## config.mk

```make
export PLATFORM = sky130hd
export DESIGN_NAME = bcd_to_bin_seq
export DESIGN_NICKNAME = d
export VERILOG_FILES = /design/src/rtl/bcd_to_bin_seq.sv
export SDC_FILE = /design/constraint.sdc
export NUM_CORES = 1
export LEC_CHECK = 0
export CAP_MARGIN = 10
export CORE_UTILIZATION = 40
export DETAILED_ROUTE_END_ITERATION = 10
export PLACE_DENSITY = 0.75
export SLEW_MARGIN = 30
export SYNTH_ARGS = -nofsm -noshare
export SYNTH_HDL_FRONTEND = slang
export SYNTH_SLANG_ARGS = --single-unit
```

## constraint.sdc

```tcl
create_clock -name clk -period 2.07 [get_ports clk]
set_clock_uncertainty 0.2 [all_clocks]
set_input_delay 0.414 -clock clk [delete_from_list [all_inputs] [get_ports clk]]
set_output_delay 0.414 -clock clk [all_outputs]
set_load 0.02 [all_outputs]
```

## src/rtl/bcd_to_bin_seq.sv

```systemverilog
// Sequential BCD-to-binary converter (reverse double-dabble: shift right, subtract 3 from digits >= 8).
// Optional input digit check enabled by defining BCD2BIN_CHECK_EN.
module bcd_to_bin_seq #(
  parameter int unsigned DIGITS = 3,
  parameter int unsigned BIN_W  = 10
) (
  input  logic                  clk,
  input  logic                  rst,
  input  logic                  in_valid,
  output logic                  in_ready,
  input  logic [4*DIGITS-1:0]   bcd_in,
  output logic                  out_valid,
  input  logic                  out_ready,
  output logic [BIN_W-1:0]      bin_out,
  output logic                  err,
  output logic                  busy
);

  localparam int unsigned BCD_W = 4 * DIGITS;
  localparam int unsigned SR_W  = BCD_W + BIN_W;
  localparam int unsigned CNT_W = $clog2(BIN_W + 1);

  // Smallest binary width able to hold 10^d - 1.
  function automatic int unsigned min_bin_w(input int unsigned d);
    longint unsigned p;
    int unsigned     b;
    p = 64'd1;
    b = 0;
    for (int unsigned i = 0; i < d; i++) p = p * 64'd10;
    for (int unsigned i = 0; i < 64; i++)
      if ((64'd1 << i) < p) b = i + 1;
    return b;
  endfunction

  if (BIN_W < min_bin_w(DIGITS)) begin : g_bad_width
    $error("bcd_to_bin_seq: BIN_W too small for DIGITS");
  end

  // Subtract 3 from every BCD field that reads 8 or more after the shift.
  function automatic logic [SR_W-1:0] correct(input logic [SR_W-1:0] v);
    logic [SR_W-1:0] r;
    r = v;
    for (int unsigned d = 0; d < DIGITS; d++)
      if (r[BIN_W + 4*d +: 4] >= 4'd8)
        r[BIN_W + 4*d +: 4] = r[BIN_W + 4*d +: 4] - 4'd3;
    return r;
  endfunction

  typedef enum logic [1:0] {
    S_IDLE = 2'd0,
    S_CONV = 2'd1,
    S_DONE = 2'd2
  } state_t;

  state_t            r_state;
  logic [SR_W-1:0]   r_sr;
  logic [CNT_W-1:0]  r_cnt;
  logic              r_in_ready;
  logic              r_out_valid;
  logic              r_busy;
  logic [BIN_W-1:0]  r_bin;
  logic [SR_W-1:0]   w_sr_next;

  assign w_sr_next = correct(r_sr >> 1);

`ifdef BCD2BIN_CHECK_EN
  logic r_err;
  logic w_digit_bad;

  always_comb begin
    w_digit_bad = 1'b0;
    for (int unsigned d = 0; d < DIGITS; d++)
      if (bcd_in[4*d +: 4] > 4'd9) w_digit_bad = 1'b1;
  end

  assign err = r_err;
`else
  assign err = 1'b0;
`endif

  always_ff @(posedge clk) begin
    if (rst) begin
      r_state     <= S_IDLE;
      r_sr        <= '0;
      r_cnt       <= '0;
      r_in_ready  <= 1'b1;
      r_out_valid <= 1'b0;
      r_busy      <= 1'b0;
      r_bin       <= '0;
`ifdef BCD2BIN_CHECK_EN
      r_err       <= 1'b0;
`endif
    end else begin
      case (r_state)
        S_IDLE: begin
          if (in_valid) begin
            r_in_ready <= 1'b0;
`ifdef BCD2BIN_CHECK_EN
            r_err <= w_digit_bad;
            if (w_digit_bad) begin
              r_state     <= S_DONE;
              r_out_valid <= 1'b1;
              r_bin       <= '0;
            end else
`endif
            begin
              r_sr    <= {bcd_in, BIN_W'(0)};
              r_cnt   <= CNT_W'(BIN_W);
              r_busy  <= 1'b1;
              r_state <= S_CONV;
            end
          end
        end
        S_CONV: begin
          r_sr  <= w_sr_next;
          r_cnt <= r_cnt - CNT_W'(1);
          if (r_cnt == CNT_W'(1)) begin
            r_state     <= S_DONE;
            r_busy      <= 1'b0;
            r_out_valid <= 1'b1;
            r_bin       <= w_sr_next[BIN_W-1:0];
          end
        end
        S_DONE: begin
          if (out_ready) begin
            r_state     <= S_IDLE;
            r_out_valid <= 1'b0;
            r_in_ready  <= 1'b1;
          end
        end
        default: begin
          r_state     <= S_IDLE;
          r_in_ready  <= 1'b1;
          r_out_valid <= 1'b0;
          r_busy      <= 1'b0;
        end
      endcase
    end
  end

  assign in_ready  = r_in_ready;
  assign out_valid = r_out_valid;
  assign busy      = r_busy;
  assign bin_out   = r_bin;

endmodule

```

==> impl_metrics.toml, run 1 <==
[status]
outcome = "completed"

[synth]
synth_area_leader_cell = "dfxtp_1"
yosysTopAreaCellShare_pct = 43.7
synthAdderAreaFrac_pct = 4.10
synth_area_um2 = 1830
netlist_top_cells_area = "dfxtp_1 44%, nand4b_1 5.3%, nand2b_1 4.4%"
yosys_warnings = 0
synthSimpleGateAreaFrac_pct = 24.7
synthTopCellsByCount = "40 x dfxtp_1, 17 x nor2_1, 13 x nand2_1, 13 x nand2b_1, 12 x a21oi_1"
postSynthAreaPerCell_um2 = 8.81
synth_fp_nets = 230
synth_top_family_by_area = "simple AND/OR/NAND/NOR gates"
synth_edf_count = 0
ys_seq_area_share_pct = 43.7
ys_seq_elements = 40
synthMuxAreaShare_pct = 0
synthMostInstantiatedCell = "dfxtp_1"
syn_inst = 208
synthXorXnorAreaFrac_pct = 1.91
netlist-cell-type-count = 38
synthArstFlopShare_pct = 0
synth-compound-area-share_pct = 18.2
synth_ff_type = "dfxtp_1"

[finish]
fin_nets = 258
diodes = 0
syn_to_final_growth_pct = 24.5
multiInputGateArea_um2 = 900
drive_above_1_share_pct = 8.86
seq_area_um2 = 801
nFillCells = 418

[drt]
antenna_left = 0
routed_wl_mm = 3.77
firstDrtPassIters = 4
drc = 0
via_per_inst = 5.37
wl_met3_um = 105
met1Wirelength_mm = 1.78
vias = 1553
wl_per_cell_um = 13.0
drtIter0Drc = 126
top_layer_used = "met4"
wl_met2_mm = 1.80

[global_route]
grt_max_degree = 53
grt_pass1_vias = 1373
grt_pass1_wl_mm = 6.29
grt_overflow = 0
track_usage_pct = 16.4
antenna_found_initial = 0

[worst_setup_path]
start_kind = "flip-flop"
end_kind = "primary output"
critical_path_class = "reg -> out"
cp_max_fo = 3
slowest_stage = "clkdlybuf4s50_1"
crit_arrival_ps = 1260
slowest_delay_ps = 620
rrSetupSlack_ps = 330
worst-path-buf-inv = 1
required_ps = 1460
critical-path-top-delay-family = "buffers and inverters"
crit_chain = "clkdlybuf4s50_1"

[job]
drv_cap = 0

[sta]
period_share_pct = 90.4
totalNegativeSetupSlack_ps = 0
clock.fmax_mhz = 534
setup_viol = 0
hold_violations = 0
rsz0062_at_grt = "no"
finalMaxSlewViolations = 0
period_minus_slack_ps = 1870

[placement]
numPortBuffers = 28
dpl.hpwl_mm = 2.46
gp_congestion = 0.768

[power_and_ir_drop]
p_total_mw = 1.76
power.density_nw_per_um2 = 771
p_leak_nw = 0.827
clkPwrFrac_pct = 36.2
sequentialPowerShare_pct = 48.4
combPwrFrac_pct = 15.4
switching_share_pct = 26.1
switching_power_mw = 0.460
peakVddDrop_uv = 314
p_int_mw = 1.30

[clock_tree]
cts_tree = "done"
cts-resized-gates = 0
insertion_delay_ps = 300
h-tree-depth = 2
cts_setup_buffers = 0
clock_sinks = 40
cts_root_buffer = "clkbuf_8"
cts_made_buffers = 5
ctsHoldBuffers = 0
clockBufferDepth = 2
clkSlewWorstSetupHoldPaths_ps = 80

[min_path]
hp-class = "reg -> reg"

[die]
num_io_pins = 30
rows = 24
die_area_um2 = 4860
die_x_um = 69.7
die_h_um = 69.7
start_util_pct = 41.8
core-area_um2 = 4380
flip-flops by register name, summed over array words and instances, names as in the netlist:
signal and cells:
in_ready 1, r_sr 21, out_valid 1, busy 1
r_state 2, r_cnt 4, bin_out 10
cells in the final DEF (no fill, tap or decap), drive strengths merged, types with 3 or more instances in the layout:
cell,count
a311oi,3
a21oi,12
nand2,13
nand2b,13
a211oi,7
buf,11
clkdlybuf4s50,28
nor2,17
a22oi,3
o21ai,11
dfxtp,40
inv,8
clkbuf,5
nor3,6
ha,6
nand3,9
nand4b,11
o22ai,3
nor4,4
per-layer routing:
| layer | track usage, % | up-vias |
|---|---|---|
| met2 | 24.9 | 31 |
| met5 | 0 | - |
| met4 | 8.44 | 0 |
| li1 | - | 784 |
| met1 | 21.7 | 728 |
| met3 | 3.78 | 10 |
worst paths after layout:
check / start / endpoint / cells after the start
worst max register to register: r_cnt[1]$_SDFFE_PP0P_ / bin_out[4]$_SDFFE_PP0P_ / 5
worst max-delay path: in_ready$_SDFFE_PP1P_ / in_ready / 1
worst min-delay path: bin_out[8]$_SDFFE_PP0P_ / bin_out[8]$_SDFFE_PP0P_ / 2
worst min register to register: bin_out[8]$_SDFFE_PP0P_ / bin_out[8]$_SDFFE_PP0P_ / 2
metrics by stage:
| step | area (µm²) | cells | util (%) | worst slack [ps] | hold slack, ps |
|---|---|---|---|---|---|
| detailed placement | 2170 | 281 | 49.5 | 119 | 264 |
| CTS | 2280 | 289 | 52.1 | 186 | 276 |
| floorplan | 1830 | 208 | - | 515 | 244 |
| global route | 2280 | 289 | 52.1 | 46.3 | 293 |
| finish | 2280 | 289 | 52.1 | 198 | 273 |
| global placement | 2170 | 281 | 49.5 | 152 | 260 |
worst reg2reg max path: stages (launching register included):
cell	delay (ps)
dfxtp_1	330
inv_1	80
ha_1	130
nor3b_1	250
and2_0	460
o21ai_0	170
power groups by stage:
stage	logic [mW]	clock network, mW	registers, mW
floorplan	0.184	0	0.863
global placement	0.267	0	0.868
detailed placement	0.272	0	0.870
CTS	0.273	0.653	0.851
global route	0.301	0.681	0.857
finish	0.271	0.637	0.851
kinds of logic after synthesis:
family	count (synthesis)
compound gates	50
simple gates	81
xor+xnor	4
buf+inv	26
flops	40
other cells	1
fa+ha+maj	6
area by class of cell:
cell class                      count  area share (%)
Timing Repair Buffer               39            16.4
Sequential cell                    40            35.1
Clock buffer                        5            3.02
Clock inverter                      3            1.86
Tap cell                           52            2.85
Multi-Input combinational cell    142            39.4
Inverter                            8            1.32
No activity file was read; power rests on OpenSTA's default activity.
==> inputs of run 2 (changes only) <==
--- a/config.mk
+++ b/config.mk
@@ -8,7 +8,6 @@
 export CAP_MARGIN = 10
 export CORE_UTILIZATION = 40
 export DETAILED_ROUTE_END_ITERATION = 10
-export PLACE_DENSITY = 0.75
 export SLEW_MARGIN = 30
 export SYNTH_ARGS = -nofsm -noshare
 export SYNTH_HDL_FRONTEND = slang
==> run 2 against run 1 <==
Effect of this change: global-route usage fell by 0.28 points; non-clock buffer count up 1; clock power fell by 21%; worst setup slack improved by 15 ps; fmax is 0.82% higher; combinational power is 1% higher; largest cell class unchanged; routed wire length shrank 0.56%.
==> impl_metrics.toml, run 2 (synthesis gave the netlist of run 1 again) <==
[clock_tree]
cts_tree = "done"
h-tree-depth = 2
cts_setup_buffers = 0
cts_made_buffers = 5
ctsHoldBuffers = 0
clockBufferDepth = 2
cts-resized-gates = 0
clock_sinks = 40
clkSlewWorstSetupHoldPaths_ps = 80
cts_root_buffer = "clkbuf_8"
insertion_delay_ps = 290

[drt]
vias = 1511
via_per_inst = 5.23
wl_per_cell_um = 13.0
firstDrtPassIters = 4
drtIter0Drc = 94
drc = 0
antenna_left = 0
routed_wl_mm = 3.74

[power_and_ir_drop]
p_leak_nw = 0.818
power.density_nw_per_um2 = 720
peakVddDrop_uv = 367
p_total_mw = 1.63

[worst_setup_path]
critical_path_class = "reg -> out"
end_kind = "primary output"
crit_arrival_ps = 1240
slowest_stage = "clkdlybuf4s50_1"
start_kind = "flip-flop"
reg2reg_depth = 5
required_ps = 1460
rrSetupSlack_ps = 400
r2r_start = "r_state[1]$_SDFFE_PP0P_"
slowest_delay_ps = 610
worst-path-buf-inv = 1
critical-path-top-delay-family = "buffers and inverters"
crit_chain = "clkdlybuf4s50_1"
r2r_end = "bin_out[3]$_SDFFE_PP0P_"
cp_max_fo = 2
startpoint = "bin_out[1]$_SDFFE_PP0P_"

[finish]
final_cell_mix = "40 x dfxtp_1, 28 x clkdlybuf4s50_1, 17 x nor2_1"
diodes = 0
drive_above_1_share_pct = 8.86
largest_reg_flops = 21
syn_to_final_growth_pct = 23.3
regMostFlops = "r_sr"
final_common_cell = "dfxtp_1"
fin_nets = 259

[die]
core-area_um2 = 4380
start_util_pct = 41.8
rows = 24
num_io_pins = 30
die_h_um = 69.7
die_x_um = 69.7
die_area_um2 = 4860

[placement]
gp_congestion = 0.747
dpl.hpwl_mm = 2.48
numPortBuffers = 28

[global_route]
grt_max_degree = 53
track_usage_pct = 16.1
grt_pass1_wl_mm = 6.27
grt_pass1_vias = 1327
antenna_found_initial = 0
grt_overflow = 0

[sta]
clock.fmax_mhz = 539
rsz0062_at_grt = "no"
setup_viol = 0
finalMaxSlewViolations = 0
period_share_pct = 89.7
period_minus_slack_ps = 1860
hold_violations = 0
totalNegativeSetupSlack_ps = 0

[status]
outcome = "completed"

[job]
drv_cap = 0

[min_path]
hold_end = "r_sr[1]$_SDFFE_PP0P_"
hp-class = "reg -> reg"
hold_depth = 2
min_from = "r_sr[1]$_SDFFE_PP0P_"
run 2: changes by cell type in the layout (fill, tap and decap cells not counted):
cell	before	now
buf_4	10	11
bufinv_16	1	0
run 2: through the flow:
stage / cell area (µm²) / cells / hold WS [ps] / utilization [%] / setup slack (ps)
after floorplan: 1830 / 208 / 244 / - / 515
after global placement: 2180 / 282 / 260 / 49.7 / 87.3
after detailed placement: 2180 / 282 / 262 / 49.7 / 105
after CTS: 2260 / 289 / 273 / 51.5 / 200
after global routing: 2260 / 289 / 296 / 51.5 / 157
final: 2260 / 289 / 271 / 51.5 / 213
run 2: routing by layer:
metal / up-vias / track usage (%) / share of wire [%]
met5: - / 0 / 0
met4: 0 / 6.67 / 1.8
met3: 7 / 4.07 / 4.5
met2: 30 / 24.1 / 42
met1: 688 / 22.1 / 51
li1: 786 / - / -
run 2: worst max path at each step:
stage,to,slack [ps],cells past startpoint
finish,bin_out[1],210,1
global route,bin_out[8],160,1
CTS,in_ready,200,1
detailed placement,r_sr[2]$_SDFFE_PP0P_,100,5
global placement,r_sr[11]$_SDFFE_PP0P_,90,5
floorplan,bin_out[0]$_SDFFE_PP0P_,510,6
run 2: layout make-up:
class	instances	area, µm²
inverters	8	30.0
repair buffers	40	383
well taps	52	65.1
flip-flops and latches	40	801
clock buffers	5	68.8
multi-input cells	142	900
fillers	423	2120
clock inverters	2	12.5
run 2: power breakdown:
part           internal [mW]  switching (mW)
Combinational          0.134           0.141
Clock                  0.228           0.276
Sequential             0.810          0.0383
==> inputs of run 3 (changes only) <==
--- a/config.mk
+++ b/config.mk
@@ -8,6 +8,7 @@
 export CAP_MARGIN = 10
 export CORE_UTILIZATION = 40
 export DETAILED_ROUTE_END_ITERATION = 10
+export DONT_BUFFER_PORTS = 1
 export SLEW_MARGIN = 30
 export SYNTH_ARGS = -nofsm -noshare
 export SYNTH_HDL_FRONTEND = slang
==> constraint.sdc (replaced) <==
create_clock -name clk -period 1.8 [get_ports clk]
set_clock_uncertainty 0.2 [all_clocks]
set_input_delay 0.36 -clock clk [delete_from_list [all_inputs] [get_ports clk]]
set_output_delay 0.36 -clock clk [all_outputs]
set_load 0.02 [all_outputs]
==> run 3 against run 2 <==
Effect of this change: combinational power decreased by 6%; utilization decreased by 5.8 points; global-route usage increased by 0.051 points; non-clock buffer count decreased by 28; sequential cell count unchanged; critical endpoint is now r_cnt[2]$_SDFFE_PP0P_; largest power group unchanged; highest routed layer unchanged; largest cell class unchanged; worst setup slack improved by 24 ps.
==> impl_metrics.toml, run 3 (synthesis gave the netlist of run 1 again) <==
[clock_tree]
insertion_delay_ps = 290
cts_made_buffers = 5
cts_tree = "done"
cts_root_buffer = "clkbuf_8"
cts-resized-gates = 0
clkSlewWorstSetupHoldPaths_ps = 80
cts_setup_buffers = 0
h-tree-depth = 2
clock_sinks = 40
clockBufferDepth = 2

[finish]
drive_above_1_share_pct = 10.0
diodes = 0
fin_nets = 231
final_cell_mix = "40 x dfxtp_1, 17 x nor2_1, 13 x nand2b_1, 13 x nand2_1, 12 x a21oi_1"
largest_reg_flops = 21
regMostFlops = "r_sr"
final_common_cell = "dfxtp_1"
syn_to_final_growth_pct = 9.42

[global_route]
track_usage_pct = 16.2
antenna_found_initial = 0
grt_pass1_wl_mm = 6.31
grt_overflow = 0
grt_pass1_vias = 1346
grt_max_degree = 53

[sta]
clock.fmax_mhz = 640
worst_pin_slew_ps = 510
finalMaxSlewViolations = 0
worst_slew_margin_rel_pct = 66.0
hold_violations = 0
period_minus_slack_ps = 1560
period_share_pct = 86.8
rsz0062_at_grt = "no"
setup_viol = 0
totalNegativeSetupSlack_ps = 0

[power_and_ir_drop]
switching_power_mw = 0.499
p_leak_nw = 0.731
sequentialPowerShare_pct = 50.3
p_total_mw = 1.96
clkPwrFrac_pct = 36.6
switching_share_pct = 25.5
combPwrFrac_pct = 13.2
power.density_nw_per_um2 = 977
p_int_mw = 1.46
peakVddDrop_uv = 490

[worst_setup_path]
end_kind = "flip-flop"
startpoint = "r_state[0]$_SDFFE_PP0P_"
required_ps = 1780
worst-path-buf-inv = 0
critical-path-top-delay-family = "simple AND/OR/NAND/NOR gates"
crit_arrival_ps = 1540
cp_max_fo = 14
crit_chain = "or3b_1 > nand4b_1 > o31ai_1"
r2r_start = "r_state[0]$_SDFFE_PP0P_"
critical_path_class = "reg -> reg"
slowest_stage = "or3b_1"
start_kind = "flip-flop"
rrSetupSlack_ps = 240
slowest_delay_ps = 610

[die]
die_h_um = 69.7
num_io_pins = 30
rows = 24
core-area_um2 = 4380
die_x_um = 69.7
die_area_um2 = 4860
start_util_pct = 41.8

[drt]
drtIter0Drc = 94
vias = 1461
wl_per_cell_um = 14.1
routed_wl_mm = 3.69
via_per_inst = 5.58
firstDrtPassIters = 4
antenna_left = 0
drc = 0

[placement]
gp_congestion = 0.724
numPortBuffers = 0
dpl.hpwl_mm = 2.43

[min_path]
min_from = "out_ready"
hp-class = "in -> reg"

[job]
drv_cap = 0

[status]
outcome = "completed"
-- run 3: layout make-up --
| class | instances | area (µm²) |
|---|---|---|
| fillers | 441 | 2380 |
| clock buffers | 6 | 72.6 |
| well taps | 52 | 65.1 |
| repair buffers | 12 | 103 |
| flip-flops and latches | 40 | 801 |
| inverters | 8 | 30.0 |
| clock inverters | 2 | 35.0 |
| multi-input cells | 142 | 900 |
-- run 3: stage by stage --
step	utilization [%]	hold WS, ps	cell area, µm²	setup slack, ps	instances
2_1_floorplan	-	244	1830	245	208
3_3_place_gp	42.8	234	1880	250	253
3_5_place_dp	42.8	235	1880	244	253
4_1_cts	45.3	-82.8	1990	226	261
5_1_grt	45.7	28.0	2010	74.2	262
6_report	45.7	19.6	2010	237	262
-- run 3: per-layer routing --
layer  track usage [%]  vias up  part of all wire [%]
li1                  -      737                     -
met4              6.00        0                   1.5
met2              24.6       35                    46
met5                 0        -                     0
met1              21.5      682                    49
met3              5.09        7                   3.9
-- run 3: path summary, 6_finish.rpt --
path,endpoint,depth (start not counted)
max,r_cnt[2]$_SDFFE_PP0P_,3
min,in_ready$_SDFFE_PP1P_,2
max reg2reg,r_cnt[2]$_SDFFE_PP0P_,3
min reg2reg,r_sr[1]$_SDFFE_PP0P_,2
-- run 3: power by group through the flow --
stage	sequential, mW	clock [mW]	combinational, mW
detailed placement	1.01	0	0.246
CTS	0.984	0.738	0.247
global placement	1.00	0	0.242
global route	0.993	0.775	0.291
floorplan	0.993	0	0.212
finish	0.985	0.717	0.258
